--- src/rtl/hazard_ctrl.sv ---
// ---------------------------------------------------------------------------
// hazard_ctrl
//
// Pipeline hazard controller for a five-stage core whose conditional branches
// (CBZ, B.LT) resolve in ID. It decides, every cycle, whether the pipeline
// runs normally, stalls the front end (load-use or flag hazard), flushes
// IF/ID (taken branch), or freezes entirely (data memory busy).
//
// Optional feature: define HAZARD_PERF_CNT_EN to build the stall/flush
// performance counters. Without it the counter outputs are constant zero and
// no counter flops exist.
//
// Ports
//   clk, rst            clock; synchronous active-high reset
//   id_rn, id_rm        source registers of the ID instruction
//   id_uses_rn/rm       ID instruction really reads that source
//   id_is_cbz/blt       ID instruction is CBZ / B.LT
//   id_branch_taken     branch-select from the ID branch logic
//   idex_memread        ID/EX holds a load
//   idex_flagen         ID/EX holds a flag-setting op
//   idex_rd             destination register of the ID/EX instruction
//   dmem_busy           data memory not ready this cycle
//   pc_en .. memwb_en   pipeline register write enables
//   ifid_flush          load a NOP into IF/ID on the next edge
//   idex_bubble         zero ID/EX control fields on the next edge
//   stall_cnt           number of stall cycles seen
//   flush_cnt           number of IF/ID flush cycles seen
//
// Handshake: none; every output is a per-cycle command that takes effect on
// the next rising edge of clk.
// ---------------------------------------------------------------------------
module hazard_ctrl (
    input  logic        clk,
    input  logic        rst,
    input  logic [4:0]  id_rn,
    input  logic [4:0]  id_rm,
    input  logic        id_uses_rn,
    input  logic        id_uses_rm,
    input  logic        id_is_cbz,
    input  logic        id_is_blt,
    input  logic        id_branch_taken,
    input  logic        idex_memread,
    input  logic        idex_flagen,
    input  logic [4:0]  idex_rd,
    input  logic        dmem_busy,
    output logic        pc_en,
    output logic        ifid_en,
    output logic        idex_en,
    output logic        exmem_en,
    output logic        memwb_en,
    output logic        ifid_flush,
    output logic        idex_bubble,
    output logic [31:0] stall_cnt,
    output logic [31:0] flush_cnt
);

    // LU_HOLD is the second stall cycle a CBZ needs after a load: the loaded
    // value only becomes forwardable into ID once the load reaches WB.
    typedef enum logic {
        RUN     = 1'b0,
        LU_HOLD = 1'b1
    } state_t;

    state_t state;
    state_t next_state;

    logic lu_hit;
    logic fl_hit;
    logic stall_cond;

    // X31 is the zero register, so a load targeting it never creates a hazard.
    assign lu_hit = idex_memread && (idex_rd != 5'd31) &&
                    ((id_uses_rn && (id_rn == idex_rd)) ||
                     (id_uses_rm && (id_rm == idex_rd)));

    // B.LT reads flags that the instruction in EX is still producing.
    assign fl_hit = id_is_blt && idex_flagen;

    assign stall_cond = (state == LU_HOLD) || lu_hit || fl_hit;

    // Output decode in priority order: reset, memory busy, stall, flush.
    always_comb begin
        pc_en       = 1'b1;
        ifid_en     = 1'b1;
        idex_en     = 1'b1;
        exmem_en    = 1'b1;
        memwb_en    = 1'b1;
        ifid_flush  = 1'b0;
        idex_bubble = 1'b0;
        next_state  = RUN;

        if (rst) begin
            next_state = RUN;
        end else if (dmem_busy) begin
            // Whole pipeline frozen; state (LU_HOLD included) is held.
            pc_en      = 1'b0;
            ifid_en    = 1'b0;
            idex_en    = 1'b0;
            exmem_en   = 1'b0;
            memwb_en   = 1'b0;
            next_state = state;
        end else if (stall_cond) begin
            // Front end holds, a bubble enters EX; branch decision ignored
            // and re-evaluated once the stall clears.
            pc_en       = 1'b0;
            ifid_en     = 1'b0;
            idex_bubble = 1'b1;
            if ((state == RUN) && lu_hit && id_is_cbz) begin
                next_state = LU_HOLD;
            end else begin
                next_state = RUN;
            end
        end else if (id_branch_taken) begin
            ifid_flush = 1'b1;
            next_state = RUN;
        end else begin
            next_state = RUN;
        end
    end

`ifdef HAZARD_PERF_CNT_EN
    logic is_stall;
    logic is_flush;

    assign is_stall = !rst && !dmem_busy && stall_cond;
    assign is_flush = !rst && !dmem_busy && !stall_cond && id_branch_taken;

    always_ff @(posedge clk) begin
        if (rst) begin
            state     <= RUN;
            stall_cnt <= 32'd0;
            flush_cnt <= 32'd0;
        end else begin
            state <= next_state;
            // Counters wrap naturally at 2^32.
            if (is_stall) begin
                stall_cnt <= stall_cnt + 32'd1;
            end
            if (is_flush) begin
                flush_cnt <= flush_cnt + 32'd1;
            end
        end
    end
`else
    always_ff @(posedge clk) begin
        if (rst) begin
            state <= RUN;
        end else begin
            state <= next_state;
        end
    end

    assign stall_cnt = 32'd0;
    assign flush_cnt = 32'd0;
`endif

endmodule

--- config.mk ---
export PLATFORM = sky130hd
export DESIGN_NAME = hazard_ctrl
export DESIGN_NICKNAME = d
export VERILOG_FILES = /design/src/rtl/hazard_ctrl.sv
export SDC_FILE = /design/constraint.sdc
export NUM_CORES = 1
export LEC_CHECK = 0
export ABC_AREA = 1
export BUFFER_PORTS_ARGS = -buffer_cell sky130_fd_sc_hd__buf_2
export CAP_MARGIN = 20
export CORE_UTILIZATION = 36
export CTS_CLUSTER_DIAMETER = 120
export DETAILED_ROUTE_END_ITERATION = 8
export PLACE_DENSITY = 0.95
export SLEW_MARGIN = 15
export SYNTH_ARGS = -nofsm -noshare
export SYNTH_HDL_FRONTEND = slang
export SYNTH_SLANG_ARGS = --single-unit
export TNS_END_PERCENT = 100
--- constraint.sdc ---
create_clock -name clk -period 2.9 [get_ports clk]
set_clock_uncertainty 0.2 [all_clocks]
set_input_delay 0.58 -clock clk [delete_from_list [all_inputs] [get_ports clk]]
set_output_delay 0.58 -clock clk [all_outputs]
set_load 0.01 [all_outputs]
==> impl_metrics.py <==
metrics = {
    "status": {
        "status": "complete, no violations",
    },
    "sta": {
        "post-route-min-period_ns": 2.26,
        "fin_tns_setup_ns": 0,
        "hold_violations": 0,
        "slew_viol_final": 0,
        "setup_viol": 0,
        "rsz0062_at_grt": "no",
        "whs_ns": 0.302,
        "fmax_ghz": 0.443,
        "finalCritPeriodShare": 0.779,
    },
    "floorplanning": {
        "die_w_um": 49.5,
        "fp-row-count": 16,
        "die_area_um2": 2450,
        "start_util": 0.397,
        "chipHeight_um": 49.5,
        "core_area_um2": 2040,
        "pin_count": 96,
    },
    "global_routing": {
        "use_met2": 0.178,
        "grt_use_total": 0.0923,
        "grt_max_degree": 6,
        "first_global_vias": 479,
        "grt_pass1_wl_mm": 1.91,
        "antenna_found_initial": 0,
        "grt.busiest_layer": "met2",
        "grt_overflow_total": 0,
        "met1_usage": 0.115,
        "grtUsageMet3": 0.00926,
    },
    "placed_design": {
        "portBuffers": 31,
        "place_area_um2": 733,
        "dp_hpwl_mm": 1.10,
        "dp_cells": 193,
        "gp_congestion": 0.699,
    },
    "critical_path": {
        "crit_type": "in -> out",
        "arrival_ns": 1.48,
        "cp.required_ns": 2.12,
        "cp_max_fo": 5,
        "endpoint_kind": "output pin",
        "critPathLaunchType": "input port",
    },
    "detailed_routing": {
        "wl_per_cell_um": 6.05,
        "drc": 0,
        "via_per_inst": 3.27,
        "ant_nets": 0,
        "via_count": 632,
        "wl_mm": 1.17,
        "drtPass1Iterations": 4,
        "drt_first_iter_violations": 7,
    },
    "cells_and_area": {
        "num_antenna_cells": 0,
        "reg.largest.list": "state: 1 flops",
        "largest_reg_flops": 1,
        "layout.cells.non_filler": 193,
        "top_register": "state",
        "area_delta_synth_final_pct": -9.57,
        "drive_above_1_share": 0.205,
        "regArea_um2": 20.0,
        "fillerInstances": 231,
        "nets": 193,
        "multi_input_area_um2": 460,
        "design_area_um2": 733,
    },
    "synth": {
        "synth_seq_cells": 1,
        "yosys_warnings": 0,
        "synth_largest_area_cell": "buf_4",
        "ys_types": 14,
        "synth_top_area_frac": 0.620,
        "synth_seq_area_share": 0.0247,
        "synth_area_per_cell_um2": 5.83,
        "syn_inst": 139,
        "synth_area_um2": 811,
        "synth_area_leaders": "buf_4 62%, nand2_1 16%, inv_1 7.4%",
    },
    "cts": {
        "cts_resized": 0,
        "cts.reportedPaths.clkPinSlew_ns": 0,
        "postCtsSetupBuffers": 0,
        "clock_latency_ns": 0,
        "postCtsHoldBufs": 0,
    },
    "power": {
        "seqPwrFrac": 0.132,
        "combPwrFrac": 0.868,
        "p_int_uw": 39.9,
        "p_total_uw": 107,
        "ir_drop_uv": 75.6,
        "switchingPower_uw": 67.4,
        "cellPowerDensity_nw_per_um2": 146,
        "p_leak_nw": 0.552,
        "switching_share": 0.628,
        "clkPwrFrac": 0,
    },
    "hold_path": {
        "min_path_type": "reg -> reg",
    },
    "run": {
        "drv_cap": 0,
    },
}
## layout by cell type, fill, tap and decap left out
master / n
o21a_1: 1
o22ai_1: 1
conb_1: 64
nand3_1: 3
nand2_2: 1
dfxtp_1: 1
nand2_1: 34
a21oi_1: 1
buf_2: 31
nor2_2: 1
inv_2: 1
nor2_1: 9
nand4_1: 2
inv_1: 16
## worst max-delay path, stage by stage
cell     delay (ns)
buf_2          0.13
inv_2          0.03
nand2_1        0.05
nand2_1        0.04
nor2_1         0.12
nand3_1        0.08
nand2_1        0.08
nand2_2        0.06
nand3_1        0.08
nand2_1        0.07
buf_2          0.14
## path summary, 6_finish.rpt
path | startpoint | slack, ns | to | cells past startpoint
min reg2reg | state$_SDFFE_PP0N_ | 0.30 | state$_SDFFE_PP0N_ | 2
max | idex_rd[3] | 0.64 | pc_en | 11
min | state$_SDFFE_PP0N_ | 0.30 | state$_SDFFE_PP0N_ | 2
max reg2reg | state$_SDFFE_PP0N_ | 2.06 | state$_SDFFE_PP0N_ | 3
## per-stage QoR
stage,worst slack [ns],utilization
6_report,0.641,0.359
5_1_grt,0.475,0.359
4_1_cts,0.626,0.359
3_5_place_dp,0.629,0.359
3_3_place_gp,0.649,0.359
2_1_floorplan,0.806,-
## layout make-up
class,instances,share of cell area
flip-flops and latches,1,0.0273
multi-input cells,117,0.628
repair buffers,31,0.212
inverters,17,0.0870
well taps,27,0.0461
## per-layer routing
metal  share of wire  wire [um]
met4               0          0
met2            0.52        610
met3            0.11        131
met1            0.37        427
met5               0          0
## Yosys cell counts
cell type and count:
buf_4 67, nand4_1 2, inv_2 1, nor2_2 1, inv_1 16, nor2_1 9, o21a_1 1, nand2_2 1
nand2_1 34, conb_1 1, dfxtp_1 1, o22ai_1 1, nand3_1 3, a21oi_1 1
## logic make-up after synthesis
kind of cell | count (synthesis) | synth area share
other cells | 1 | 0.00463
compound gates | 3 | 0.0232
flops | 1 | 0.0247
simple gates | 50 | 0.248
buf+inv | 84 | 0.699
## power by group through the flow
stage,clock (mW),sequential (mW),combinational (mW)
after global placement,0,0.0142,0.0901
after CTS,0,0.0142,0.0917
after global routing,0,0.0142,0.108
after floorplan,0,0.0141,0.131
final,0,0.0142,0.0931
after detailed placement,0,0.0142,0.0915
Note: power is estimated with default switching activity, not from simulation.
